<file path="src/rtl/ch_measure_pkg.sv">
// Shared types and sizing helpers for the binary-search channel measurement block.
package ch_measure_pkg;

    typedef enum logic [3:0] {
        ST_IDLE,
        ST_LOAD,
        ST_SET_THR,
        ST_WAIT_DAC,
        ST_STROBE,
        ST_SAMPLE,
        ST_DECIDE,
        ST_EMIT,
        ST_NEXT,
        ST_DONE
    } state_e;

    // Vote counters are sized for the largest legal vote count so any VOTE_N fits.
    localparam int VOTE_N_MAX = 15;
    localparam int VOTE_W     = $clog2(VOTE_N_MAX + 1);

    // Width of a counter that runs 0 .. to-1.
    function automatic int to_cnt_w(input int to);
        return (to < 2) ? 1 : $clog2(to);
    endfunction

endpackage

</file>
<file path="src/rtl/ch_measure_bsearch_stb_vote.sv">
// Strobe handshake, per-strobe timeout and majority vote for one comparator decision.
// decision_valid_o fires in the sample cycle of the last vote; decision_o is the majority.
module stb_vote
    import ch_measure_pkg::*;
#(
    parameter int VOTE_N = 3,
    parameter int STB_TO = 1024
) (
    input  logic clk_i,
    input  logic rst_i,
    input  logic clr_i,
    input  logic strobe_i,
    input  logic sample_i,
    input  logic stb_valid_i,
    input  logic cmp_out_i,
    output logic stb_req_o,
    output logic stb_seen_o,
    output logic timeout_o,
    output logic decision_valid_o,
    output logic decision_o
);

    localparam int TO_W = to_cnt_w(STB_TO);
    localparam logic [TO_W-1:0]   TO_LAST   = TO_W'(STB_TO - 1);
    localparam logic [VOTE_W-1:0] VOTE_LAST = VOTE_W'(VOTE_N);
    localparam logic [VOTE_W-1:0] VOTE_MAJ  = VOTE_W'(VOTE_N / 2);

    logic [TO_W-1:0]   to_cnt_q, to_cnt_d;
    logic [VOTE_W-1:0] votes_q, votes_d;
    logic [VOTE_W-1:0] ones_q, ones_d;

    always_comb begin
        // The timeout window restarts on every strobe request.
        to_cnt_d = (strobe_i && !stb_valid_i) ? to_cnt_q + 1'b1 : '0;
        votes_d  = votes_q;
        ones_d   = ones_q;
        if (clr_i) begin
            votes_d = '0;
            ones_d  = '0;
        end else if (sample_i) begin
            votes_d = votes_q + 1'b1;
            ones_d  = ones_q + VOTE_W'(cmp_out_i);
        end
    end

    always_ff @(posedge clk_i) begin
        if (rst_i) begin
            to_cnt_q <= '0;
            votes_q  <= '0;
            ones_q   <= '0;
        end else begin
            to_cnt_q <= to_cnt_d;
            votes_q  <= votes_d;
            ones_q   <= ones_d;
        end
    end

    assign stb_req_o        = strobe_i;
    assign stb_seen_o       = strobe_i && stb_valid_i;
    assign timeout_o        = strobe_i && !stb_valid_i && (to_cnt_q == TO_LAST);
    assign decision_valid_o = sample_i && (votes_d == VOTE_LAST);
    assign decision_o       = (ones_d > VOTE_MAJ);

endmodule

</file>
<file path="src/rtl/ch_measure_bsearch.sv">
// Delay-code sweep controller: binary-search threshold per code with majority-voted
// comparator decisions; one point per code on a valid/ready stream, held until accepted.
module ch_measure_bsearch
    import ch_measure_pkg::*;
#(
    parameter int THR_W   = 16,
    parameter int DCODE_W = 10,
    parameter int VOTE_N  = 3,
    parameter int STB_TO  = 1024
) (
    input  logic               clk_i,
    input  logic               rst_i,
    input  logic               run_i,
    input  logic [DCODE_W-1:0] d_start_i,
    input  logic [DCODE_W-1:0] d_stop_i,
    input  logic [DCODE_W-1:0] d_step_i,
    output logic [DCODE_W-1:0] d_code_o,
    output logic [THR_W-1:0]   threshold_o,
    output logic               threshold_wre_o,
    input  logic               threshold_rdy_i,
    output logic               stb_req_o,
    input  logic               stb_valid_i,
    input  logic               cmp_out_i,
    output logic               point_valid_o,
    input  logic               point_ready_i,
    output logic [DCODE_W-1:0] point_t_o,
    output logic [THR_W-1:0]   point_v_o,
    output logic               busy_o,
    output logic               done_o,
    output logic               err_o
);

    localparam logic [THR_W-1:0]   BIT_MSB  = {1'b1, {(THR_W-1){1'b0}}};
    localparam logic [DCODE_W-1:0] STEP_MIN = DCODE_W'(1);

    state_e             state_q, state_d;
    logic               run_q;
    logic [DCODE_W-1:0] start_q, start_d;
    logic [DCODE_W-1:0] stop_q, stop_d;
    logic [DCODE_W-1:0] step_q, step_d;
    logic [DCODE_W-1:0] d_code_q, d_code_d;
    logic [THR_W-1:0]   thr_q, thr_d;
    logic [THR_W-1:0]   result_q, result_d;
    logic [THR_W-1:0]   bit_q, bit_d;
    logic               dec_q, dec_d;
    logic               err_q, err_d;
    logic               arm_q;

    logic               run_rise;
    logic [DCODE_W-1:0] step_eff;
    logic [DCODE_W:0]   next_code;

    logic sv_req, sv_seen, sv_timeout, sv_dec_vld, sv_dec;

    stb_vote #(
        .VOTE_N (VOTE_N),
        .STB_TO (STB_TO)
    ) u_stb_vote (
        .clk_i            (clk_i),
        .rst_i            (rst_i),
        .clr_i            (state_q == ST_WAIT_DAC),
        .strobe_i         (state_q == ST_STROBE),
        .sample_i         (state_q == ST_SAMPLE),
        .stb_valid_i      (stb_valid_i),
        .cmp_out_i        (cmp_out_i),
        .stb_req_o        (sv_req),
        .stb_seen_o       (sv_seen),
        .timeout_o        (sv_timeout),
        .decision_valid_o (sv_dec_vld),
        .decision_o       (sv_dec)
    );

    assign run_rise  = run_i && !run_q;
    assign step_eff  = (step_q == '0) ? STEP_MIN : step_q;
    assign next_code = {1'b0, d_code_q} + {1'b0, step_eff};

    always_comb begin
        state_d  = state_q;
        start_d  = start_q;
        stop_d   = stop_q;
        step_d   = step_q;
        d_code_d = d_code_q;
        thr_d    = thr_q;
        result_d = result_q;
        bit_d    = bit_q;
        dec_d    = dec_q;
        err_d    = err_q;

        if (state_q != ST_IDLE && !run_i) begin
            state_d = ST_IDLE;
        end else begin
            unique case (state_q)
                ST_IDLE: begin
                    if (run_rise) begin
                        state_d = ST_LOAD;
                        err_d   = 1'b0;
                        start_d = d_start_i;
                        stop_d  = d_stop_i;
                        step_d  = d_step_i;
                    end
                end
                ST_LOAD: begin
                    d_code_d = start_q;
                    result_d = '0;
                    bit_d    = BIT_MSB;
                    state_d  = (start_q > stop_q) ? ST_DONE : ST_SET_THR;
                end
                ST_SET_THR: state_d = ST_WAIT_DAC;
                ST_WAIT_DAC: begin
                    // arm_q masks the cycle where the DAC is still reacting to wre.
                    if (arm_q && threshold_rdy_i) state_d = ST_STROBE;
                end
                ST_STROBE: begin
                    if (sv_timeout) begin
                        err_d   = 1'b1;
                        state_d = ST_IDLE;
                    end else if (sv_seen) begin
                        state_d = ST_SAMPLE;
                    end
                end
                ST_SAMPLE: begin
                    if (sv_dec_vld) begin
                        dec_d   = sv_dec;
                        state_d = ST_DECIDE;
                    end else begin
                        state_d = ST_STROBE;
                    end
                end
                ST_DECIDE: begin
                    if (dec_q) result_d = result_q | bit_q;
                    if (bit_q[0]) begin
                        state_d = ST_EMIT;
                    end else begin
                        bit_d   = bit_q >> 1;
                        state_d = ST_SET_THR;
                    end
                end
                ST_EMIT: begin
                    if (point_ready_i) state_d = ST_NEXT;
                end
                ST_NEXT: begin
                    if (next_code[DCODE_W] || (next_code[DCODE_W-1:0] > stop_q)) begin
                        state_d = ST_DONE;
                    end else begin
                        d_code_d = next_code[DCODE_W-1:0];
                        result_d = '0;
                        bit_d    = BIT_MSB;
                        state_d  = ST_SET_THR;
                    end
                end
                ST_DONE: state_d = ST_IDLE;
                default: state_d = ST_IDLE;
            endcase
        end

        // Threshold is loaded on entry so it is already valid during the wre pulse.
        if (state_d == ST_SET_THR) thr_d = result_d | bit_d;
    end

    always_ff @(posedge clk_i) begin
        if (rst_i) begin
            state_q  <= ST_IDLE;
            run_q    <= 1'b0;
            start_q  <= '0;
            stop_q   <= '0;
            step_q   <= '0;
            d_code_q <= '0;
            thr_q    <= '0;
            result_q <= '0;
            bit_q    <= '0;
            dec_q    <= 1'b0;
            err_q    <= 1'b0;
            arm_q    <= 1'b0;
        end else begin
            state_q  <= state_d;
            run_q    <= run_i;
            start_q  <= start_d;
            stop_q   <= stop_d;
            step_q   <= step_d;
            d_code_q <= d_code_d;
            thr_q    <= thr_d;
            result_q <= result_d;
            bit_q    <= bit_d;
            dec_q    <= dec_d;
            err_q    <= err_d;
            arm_q    <= (state_q == ST_WAIT_DAC);
        end
    end

    assign d_code_o        = d_code_q;
    assign threshold_o     = thr_q;
    assign threshold_wre_o = (state_q == ST_SET_THR);
    assign stb_req_o       = sv_req;
    assign point_valid_o   = (state_q == ST_EMIT);
    assign point_t_o       = d_code_q;
    assign point_v_o       = result_q;
    assign busy_o          = (state_q != ST_IDLE);
    assign done_o          = (state_q == ST_DONE);
    assign err_o           = err_q;

endmodule

</file>
<file path="config.mk">
export PLATFORM = sky130hd
export DESIGN_NAME = ch_measure_bsearch
export DESIGN_NICKNAME = d
export VERILOG_FILES = /design/src/rtl/ch_measure_pkg.sv /design/src/rtl/ch_measure_bsearch_stb_vote.sv /design/src/rtl/ch_measure_bsearch.sv
export SDC_FILE = /design/constraint.sdc
export NUM_CORES = 1
export LEC_CHECK = 0
export ABC_AREA = 1
export BUFFER_PORTS_ARGS = -buffer_cell sky130_fd_sc_hd__buf_2
export CORE_MARGIN = 2
export CORE_UTILIZATION = 45
export CTS_CLUSTER_SIZE = 12
export DETAILED_ROUTE_END_ITERATION = 16
export PLACE_DENSITY = 0.68
export SYNTH_ARGS = -nofsm -noshare
export SYNTH_HDL_FRONTEND = slang
export SYNTH_SLANG_ARGS = --single-unit
export TNS_END_PERCENT = 5
</file>
<file path="constraint.sdc">
create_clock -name clk_i -period 3.6 [get_ports clk_i]
set_input_delay 0.54 -clock clk_i [delete_from_list [all_inputs] [get_ports clk_i]]
set_output_delay 0.54 -clock clk_i [all_outputs]
set_load 0.005 [all_outputs]
</file>
[Word-level counts from Yosys, hierarchy flattened]
Index checks and enable logic that the tools add are counted.
Cells by class
  add/subtract/negate cells: 4
  multipliers: 0
  divide/modulo/power cells: 0
  order comparisons: 3
  eq/ne operators: 15
  shifts and indexed selects: 0
  muxes and demuxes: 29
  bitwise gates (word level): 4
  reductions and logical operators: 21
Operator list (number)
  16-bit two-way mux: 6
  16-bit one-hot mux with 3 select lines: 2
  4-bit two-way mux: 12
  4-bit one-hot mux with 9 select lines: 1
  16-bit bitwise OR: 2
  10-bit > comparator: 2
  10-bit two-way mux: 2
  10-bit one-hot mux with 2 select lines: 1
  4-bit by 2-bit equality test with 1-bit output (second input constant): 4
  4-bit by 3-bit equality test with 1-bit output (second input constant): 4
  10-bit by 10-bit adder with 11-bit output: 1
  10-bit by 1-bit adder with 10-bit output (second input constant): 1
  10-bit equality test (second input constant): 1
  10-bit zero test: 1
  3-bit AND reduction: 3
  4-bit equality test (second input constant): 2
  1-bit logical AND: 7
  2-bit != test (second input constant): 3
  4-bit by 1-bit adder with 4-bit output: 1
  4-bit by 1-bit adder with 4-bit output (second input constant): 1
  4-bit by 1-bit equality test with 1-bit output (second input constant): 1
  4-bit by 1-bit > comparator with 1-bit output (second input constant): 1
  4-bit zero test: 1
  4-bit AND reduction: 1
  10 further kinds: 15
Storage, ports and cells
  register bits after elaboration: 114
  bits in latches: 0
  memory bits (writable): 0
  memory bits (read-only): 0
  bits of input ports: 37
  output and inout bits: 58
  logic and storage cells: 91
  memories: 0

[Logic depth before layout (Yosys ltp)]
Gate-level depths: netlist of run 1.
  depth in word-level cells: 9
  gate-level depth with buffers: 25
  depth with buffers taken out: 24

[Cells and area by module]
Synthesis of run 1 repeated with hierarchy kept, for this count alone.
Second synthesis, totals
  cell total of the unflattened synthesis: 877
  area, all modules: 6118.4 µm²
Modules (own cells, without submodules)
  ch_measure_bsearch: instances 1, cells each 752, area an instance 5195.0 µm², sequential area each 1921.8 µm²
  stb_vote: instances 1, cells each 125, area an instance 923.4 µm², sequential area each 360.3 µm²

[Least setup slack after synthesis of run 1]
OpenSTA, ideal clock, no wires.
  path kind: reg2reg
  start: register step_q[2]
  end: register thr_q[4], in the netlist threshold_o[4]
  library setup time: 113 ps
  data arrival time: 3169 ps
  required time: 3487 ps
  setup slack: 318 ps
  cell stages (with the launch flop): 25
  buffers on the path: 1
  period minus slack after synthesis: 3282 ps
  cells stage by stage: dfxtp_1 nor4_1 a31o_2 ha_1 fa_1 inv_1 nor2_1 nor2_1 nor2_1 nor2_1 xnor2_1 ha_1 nand2_1 inv_1 a21oi_1 nand3_1 nand2_1 nand2_1 nand2_1 nand3_2 buf_2 o21ai_1 nand2_1 nor2_1 nor2_1
On the way
  cells in the longest elaborated chain, start to end: 9
  elaborated cells on any way between the ends: 16
  those cells by class: 1 x add/sub; 1 x order compare; 1 x eq/ne; 10 x mux; 1 x bitwise; 2 x reduce/logical
Ends and longest elaborated chain
  start, declared: RTL line ch_measure_bsearch.sv:40  | logic [DCODE_W-1:0] step_q, step_d;
  start signal, assigned: RTL line ch_measure_bsearch.sv:179  | step_q <= step_d;
  10-bit zero test: RTL line ch_measure_bsearch.sv:74  | assign step_eff = (step_q == '0) ? STEP_MIN : step_q;
  10-bit two-way mux (*): RTL line ch_measure_bsearch.sv:74
  10-bit by 10-bit adder with 11-bit output (*): RTL line ch_measure_bsearch.sv:75  | assign next_code = {1'b0, d_code_q} + {1'b0, step_eff};
  10-bit > comparator: RTL line ch_measure_bsearch.sv:142  | if (next_code[DCODE_W] || (next_code[DCODE_W-1:0] > stop_q)) begin
  1-bit logical OR (*): RTL line ch_measure_bsearch.sv:142
  4-bit two-way mux / 16-bit two-way mux (equally long branches): RTL line ch_measure_bsearch.sv:142
  4-bit one-hot mux with 9 select lines / 16-bit one-hot mux with 3 select lines (equally long branches): RTL line ch_measure_bsearch.sv:92  | unique case (state_q)
  4-bit two-way mux / 16-bit two-way mux (equally long branches): RTL line ch_measure_bsearch.sv:89  | if (state_q != ST_IDLE && !run_i) begin
  4-bit by 2-bit equality test with 1-bit output / 16-bit bitwise OR (equally long branches): RTL line ch_measure_bsearch.sv:157  | if (state_d == ST_SET_THR) thr_d = result_d | bit_d;
  end signal, assigned: RTL line ch_measure_bsearch.sv:181  | thr_q <= thr_d;
  end, declared: RTL line ch_measure_bsearch.sv:42  | logic [THR_W-1:0] thr_q, thr_d;
Every way passes the cells marked *; elsewhere a longest branch is shown, timed or not.
A chain may end at the register's enable or synchronous reset.

[Worst setup path after layout of run 1]
  start: register step_q[7]
  end: register thr_q[10], in the netlist threshold_o[10]
The elaborated chain is that of the path after synthesis.

==> impl_results.md, run 1 <==
* Status: completed
* Die Area at 14200 µm²
* Pleak at 0.00351 µW
* Critical Path AT at 3.67 ns
* Num rows at 42
* Net switching power at 2210 µW
* Clock sink count at 114
* Synthesized area at 5980 µm²
* Skew-Pair Late Insertion Delay at 0.42 ns
* DRT iter0 DRCs at 312
* Sw Share at 38.6%
* Post-synth top cells: 154 x nand2_1, 143 x nor2_1, 114 x dfxtp_1
* Slew @ Worst Pin at 0.700 ns
* Share of layout cells above drive strength 1 at 21.8%
* Max Fclk at 0.297 GHz
* Post-DR wirelength/cell at 13.6 µm
* Vias in the first global route at 5191
* Placed Cells at 1073
* Yosys reg bits at 114
* Drt via density at 5.04
* Ant diodes at 0
* Max Buffers Root-to-Sink at 2
* Initial Utilization at 45.7%
* Final routed DRC violation total at 0
* Power share of the combinational group at 41.9%
* Rel. slew slack at 53.3%
* Drt pass-1 iters at 5
* Hold Path Class: in2reg
* Ranking of synthesized cells by area: dfxtp_1 38%, nand2_1 9.7%, nor2_1 9.0%
* IO Pins at 95
* Setup Skew at 0.00738 ns
* Die W at 119 µm
* Top-count cell post-synth: nand2_1
* Antenna violations before repair at 0
* Endpoints failing setup at 0
* Routed WL at 15000 µm
* CP Capture Type: flop
* Sequential share of power at 29.1%
* Pre-CTS setup slack at -0.0264 ns
* R2r setup slk at 0.24 ns
* VDD IR max at 0.480 mV
* Setup ws final at 0.235 ns
* Final Hold Viols at 0
* Largest net degree at the start of global routing at 49
* Pwr per Cell Area at 787 nW/µm²
* Synth warn at 0
* CTS tree: built
* EDFF count, synth at 0
* Final Slew Violations at 0
* Instance count of the mapped netlist at 840
* Final hold slack at 0.372 ns
* Part of the Yosys area used for sequential elements at 38.2%
* Chip Height at 119 µm
* Area share of the largest cell type after synthesis at 38.2%
* Placer Congestion at 0.878
* R2R depth at 24
* Share of synthesized registers carrying an async set or reset at 0%
* Synth area leader: dfxtp_1
* Total power at 5730 µW
* Via count at 5577
* Hold_buf cts at 0
* # Max-Cap Violations at 0
* Critical Path RT at 3.91 ns
* Post-route ant nets at 0
* Area growth, synth to finish at 21.8%
* Crit-path max FO at 6
* CP Launch Type: flop
* GR Overflow Total at 0
* Fin crit share at 93.5%
* Global-route wire length before repair at 24200 µm
* Final #Nets at 990
* Root Buffer: clkbuf_16
* Port Buffers at 94
* Num CTS Buffers at 17
* Synth Flop Type: dfxtp_1
* Syn Area/Cell at 7.12 µm²
* HPWL Detailed at 10600 µm
* Pint at 3520 µW
* Clock share of power at 29.0%
* Syn nets at 912
* CTS H-tree lvls at 4
* Worst-path clk slew at 0.05 ns
* Design Area, Final at 7280 µm²
* Placed instance area at 6530 µm²
* Minimum clock period at 3.36 ns
* Core area at 13100 µm²
* Gr usage total at 21.5%
* Post-Layout Cell Count at 1107
* Worst hold stages at 3
* Yosys cell types at 43
* Setup Crit Path Kind: reg2reg
==> power by group through the flow <==
| stage | registers, µW | clock network (µW) | logic, µW |
|---|---|---|---|
| detailed placement | 1670 | 0 | 2190 |
| global route | 1690 | 1740 | 2710 |
| floorplan | 1640 | 0 | 1620 |
| finish | 1670 | 1660 | 2400 |
| CTS | 1650 | 1690 | 2220 |
| global placement | 1670 | 0 | 2180 |
==> cells by family (layout without fill, tap and decap cells) <==
family | Yosys count | in the layout | synth area share (%)
and+or+nand+nor | 368 | 369 | 25.8
AOI/OAI and AO/OA | 178 | 178 | 17.4
buffers and inverters | 134 | 224 | 9.52
DFF | 114 | 114 | 38.2
adders and majority gates | 35 | 35 | 7.45
xor gates and xnor gates | 9 | 9 | 1.32
muxes | 2 | 2 | 0.335
==> metal layers <==
| metal | wire length (µm) | global-route usage [%] |
|---|---|---|
| met5 | 0 | 0 |
| met3 | 621 | 5.03 |
| met4 | 431 | 9.75 |
| met1 | 7310 | 28.2 |
| met2 | 6670 | 33.6 |
==> layout make-up <==
| class | instances | area, µm² |
|---|---|---|
| timing repair buffer | 108 | 596 |
| clock inverter | 8 | 101 |
| inverter | 84 | 322 |
| tap | 176 | 220 |
| sequential | 114 | 2300 |
| clock buffer | 24 | 492 |
| multi-input combinational | 593 | 3250 |
| fill | 1298 | 5800 |
==> registers in the layout, indices dropped and copies added (netlist names), 4 cells and up <==
register / flops
u_stb_vote.to_cnt_q: 10
u_stb_vote.votes_q: 4
point_v_o: 16
bit_q: 16
state_q: 4
d_code_o: 10
start_q: 10
u_stb_vote.ones_q: 4
threshold_o: 16
step_q: 10
stop_q: 10
==> placed cells by master (no fill, tap or decap), types with 6 or more instances in the layout <==
master	Yosys	routed
dfxtp_2	0	6
ha_1	34	32
a31o_2	8	8
inv_1	73	73
o21ai_0	64	63
inv_2	10	9
buf_2	5	94
dfxtp_1	114	105
nor2_2	2	6
nand3_1	28	28
a21oi_1	63	60
nand4_1	6	6
clkbuf_16	0	17
nand2_1	154	149
nand2_4	2	6
o211ai_1	7	7
nor2_1	143	139
buf_4	12	11
nand2_2	4	6
o21bai_1	16	16
nor3_1	14	14
==> through the flow <==
step	TNS, ns	util (%)
2_1_floorplan	0	-
3_3_place_gp	0	49.9
3_5_place_dp	-0.0598	49.9
4_1_cts	0	54.5
5_1_grt	-0.0585	55.6
6_report	0	55.6
==> repair_timing <==
| item | 4_1_cts | 5_1_grt |
|---|---|---|
| pin swaps | 0 | 8 |
| setup buffers | 0 | 1 |
| hold endpoints to repair | 0 | 0 |
| setup endpoints to repair | 7 | 50 |
| gates resized for setup | 2 | 41 |
| gates cloned | 0 | 1 |
==> worst max-delay path, stage by stage, from the launching register on <==
cell     delay [ns]
dfxtp_4        0.35
nor4_4         0.27
a31o_2         0.22
ha_4           0.14
fa_2           0.19
inv_1          0.06
nor2_2         0.11
nor2_2         0.05
nor2_1         0.09
nor2_1         0.05
xnor2_1        0.21
ha_1           0.26
nand2_1        0.10
inv_1          0.06
a21oi_2        0.12
nand3_1        0.09
nand2_2        0.08
nand2_2        0.06
nand2_4        0.12
nand3_4        0.11
buf_6          0.16
nand2_1        0.07
nand3_1        0.07
nor2_1         0.14
nor2_1         0.06
==> path summary, 6_finish.rpt <==
path                                              from                      to
worst min-delay path                       d_step_i[0]               step_q[0]
worst max register to register               step_q[7]         threshold_o[10]
worst min register to register  u_stb_vote.to_cnt_q[0]  u_stb_vote.to_cnt_q[0]
worst max-delay path                         step_q[7]         threshold_o[10]
Note: power is estimated with default switching activity, not from simulation.
==> inputs of run 2 (changes only) <==
Settings changed: ABC_AREA 1 to default, CTS_BUF_LIST from default to sky130_fd_sc_hd__clkbuf_8.
==> run 2 against run 1 <==
The flow now finishes with violations (negative setup slack); combinational power about the same; routed wire length up 4.1%; fmax down 23%; die area is 4.0% lower; clock power shrank 29%; sequential power is 3% lower; critical path depth decreased by 6; synthesized cell count is 19% lower; utilization is 1.4 points higher; area after synthesis fell by 4.1%; clock skew up 0.0058 ns; largest cell class unchanged.
==> impl_results.md, run 2 <==
* Yosys cell types at 61
* Skew-Pair Late Insertion Delay at 0.45 ns
* CP Launch Type: flop
* Syn Area/Cell at 8.39 µm²
* Worst-path clk slew at 0.07 ns
* Top-count cell post-synth: dfxtp_1
* Met2 Resource Use GR at 40.9%
* Initial Utilization at 45.8%
* Setup Skew at 0.0132 ns
* EDFF count, synth at 0
* CTS H-tree lvls at 4
* R2R depth at 18
* Most frequent cells in the layout: 108 x dfxtp_1, 94 x buf_2, 87 x nand2_1
* Max Buffers Root-to-Sink at 2
* Adder-Cell Fraction of Synth Area at 7.77%
* Global-route wire length before repair at 25300 µm
* Hold_sp: d_stop_i[4]
* Placed instance area at 6610 µm²
* Pre-CTS setup slack at -0.757 ns
* HPWL Detailed at 11100 µm
* Post-Synth XOR/XNOR Area at 3.06%
* Critical Path AT at 4.64 ns
* Num CTS Buffers at 17
* Clock sink count at 114
* Pwr per Cell Area at 731 nW/µm²
* R2r setup slk at -0.75 ns
* Post-route ant nets at 0
* Total power at 5220 µW
* Largest family of logic cells by synthesized area: compound AO/OA/AOI/OAI gates
* Hold Path Sink: stop_q[4]
* GR peak layer: met2
* Met3 global-route usage at 5.51%
* Worst hold stages at 3
* Yosys reg bits at 114
* VDD IR max at 0.308 mV
* Crit-path max FO at 7
* Synth area leader: dfxtp_1
* Slowest-stage cell, CP: or4_4
* GR Overflow Total at 0
* Final Hold Viols at 0
* Post-synth top cells: 114 x dfxtp_1, 87 x nand2_1, 82 x nor2_1
* Slew @ Worst Pin at 0.881 ns
* Commonest non-fill, non-tap cell in the layout: dfxtp_1
* Antenna violations before repair at 0
* IO Pins at 95
* Setup ws final at -0.750 ns
* CP Capture Type: flop
* Drt via density at 5.54
* DRT iter0 DRCs at 570
* Die Area at 13700 µm²
* Via count at 5427
* Critical Path RT at 3.89 ns
* Placed Cells at 943
* Syn nets at 755
* Hold Path Class: in2reg
* FF-to-FF Start: step_q[7]
* Synth warn at 0
* Cell family with most CP delay: compound AO/OA/AOI/OAI gates
* Endpoints failing setup at 61
* Final Slew Violations at 0
* Max Fclk at 0.230 GHz
* Routed WL at 15600 µm
* Area share of the largest cell type after synthesis at 39.8%
* CP cell instances: nor4_2 > a31o_2 > ha_4 > fa_2 > a21oi_2 > nand4b_4 > a21oi_2 > o21a_1 > or3_1 > and2_1 > ha_1 > nand4_1 > or4_4 > a211oi_4 > buf_6 > o21ai_2 > a222oi_1 > a211oi_1
* # Max-Cap Violations at 0
* Max incr delay on CP at 0.49 ns
* Post-synthesis compound-gate area fraction at 21.7%
* Ranking of synthesized cells by area: dfxtp_1 40%, ha_1 7.4%, a21oi_1 7.1%
* Largest net degree at the start of global routing at 48
* Ant diodes at 0
* Share of synthesized registers carrying an async set or reset at 0%
* Synth Area in Simple Gates at 20.3%
* Port Buffers at 94
* RSZ-0062 raised after global routing: yes
* Worst path most repeated cell: a21oi_2
* CP Buf/Inv Count at 1
* Final routed DRC violation total at 0
* Share of layout cells above drive strength 1 at 27.5%
* Synthesized area at 5730 µm²
* Status: finished, violations left
* Worst r2r dst: threshold_o[5]
* Num rows at 41
* Drt pass-1 iters at 6
* Gr usage total at 23.7%
* Minimum clock period at 4.35 ns
* Area growth, synth to finish at 24.6%
* Instance count of the mapped netlist at 683
* Root Buffer: clkbuf_8
* Met1 GRT Util at 28.7%
* Synth Flop Type: dfxtp_1
* Pleak at 0.00300 µW
* Core area at 12500 µm²
* Design Area, Final at 7140 µm²
* Post-DR wirelength/cell at 16.0 µm
* Violated checks: negative setup slack
* Placer Congestion at 0.854
* Final #Nets at 867
* Post-Layout Cell Count at 980
* Fin crit share at 121%
* Vias in the first global route at 5218
* Part of the Yosys area used for sequential elements at 39.8%
* Chip Height at 117 µm
* Setup Crit Path Kind: reg2reg
* Rel. slew slack at 41.2%
* Mux share of post-synthesis cell area at 0.699%
* Util after Layout at 57.0%
* Hold_buf cts at 0
* Die W at 117 µm
* CTS tree: built
==> run 2: cells by family after synthesis <==
kind of cell             after synthesis
multiplexers                           4
AND/OR/NAND/NOR                      251
adder cells (fa/ha/maj)               35
XOR/XNOR                              20
AO/OA/AOI/OAI                        180
flip-flops                           114
buffers and inverters                 79
==> run 2: worst max-delay path by stage <==
stage	startpoint	end	slack [ns]	depth (start not counted)
final	step_q[7]	threshold_o[5]	-0.75	18
after global routing	step_q[8]	threshold_o[7]	-1.0	18
after CTS	step_q[7]	threshold_o[7]	-0.71	18
after detailed placement	step_q[7]	threshold_o[6]	-0.76	18
after global placement	step_q[6]	threshold_o[14]	-0.61	17
after floorplan	step_q[4]	threshold_o[14]	-0.48	18
==> run 2: worst register-to-register path: cells and delay by family, from the launching register on <==
family | cells | cell delay (ns)
compound gates | 8 | 1.55
simple gates | 6 | 1.30
fa+ha+maj | 3 | 0.84
buf+inv | 1 | 0.17
flops | 1 | 0.34
==> run 2: cell type report <==
cell class | count | area [µm²]
sequential | 114 | 2290
fill | 1219 | 5380
multi-input combinational | 491 | 3210
clock buffer | 18 | 248
clock inverter | 14 | 143
tap | 172 | 215
inverter | 20 | 75.1
timing repair buffer | 151 | 963
==> run 2: repair_timing <==
action | in CTS | in global routing
pin swaps | 11 | 3
setup endpoints to repair | 61 | 61
buffers inserted | 4 | 0
gates resized for setup | 12 | 9
endpoints found under the hold margin | 0 | 0
cloned | 1 | 0
==> run 2: through the flow <==
stage	TNS, ns	hold WS, ns
6_report	-35.93	0.320
5_1_grt	-49.46	0.314
4_1_cts	-34.46	0.302
3_5_place_dp	-33.72	0.453
3_3_place_gp	-27.75	0.443
2_1_floorplan	-19.72	0.426
==> run 2: per-layer routing <==
layer,vias up,share of wire (%)
li1,2644,-
met1,2575,43
met2,181,49
met3,27,5.1
met4,0,2.0
met5,-,0
==> run 2: power breakdown <==
| part | internal, µW | switching (µW) | total [µW] |
|---|---|---|---|
| sequential | 1450 | 169 | 1620 |
| combinational | 1110 | 1310 | 2410 |
| clock | 627 | 556 | 1180 |
| total | 3190 | 2030 | 5220 |
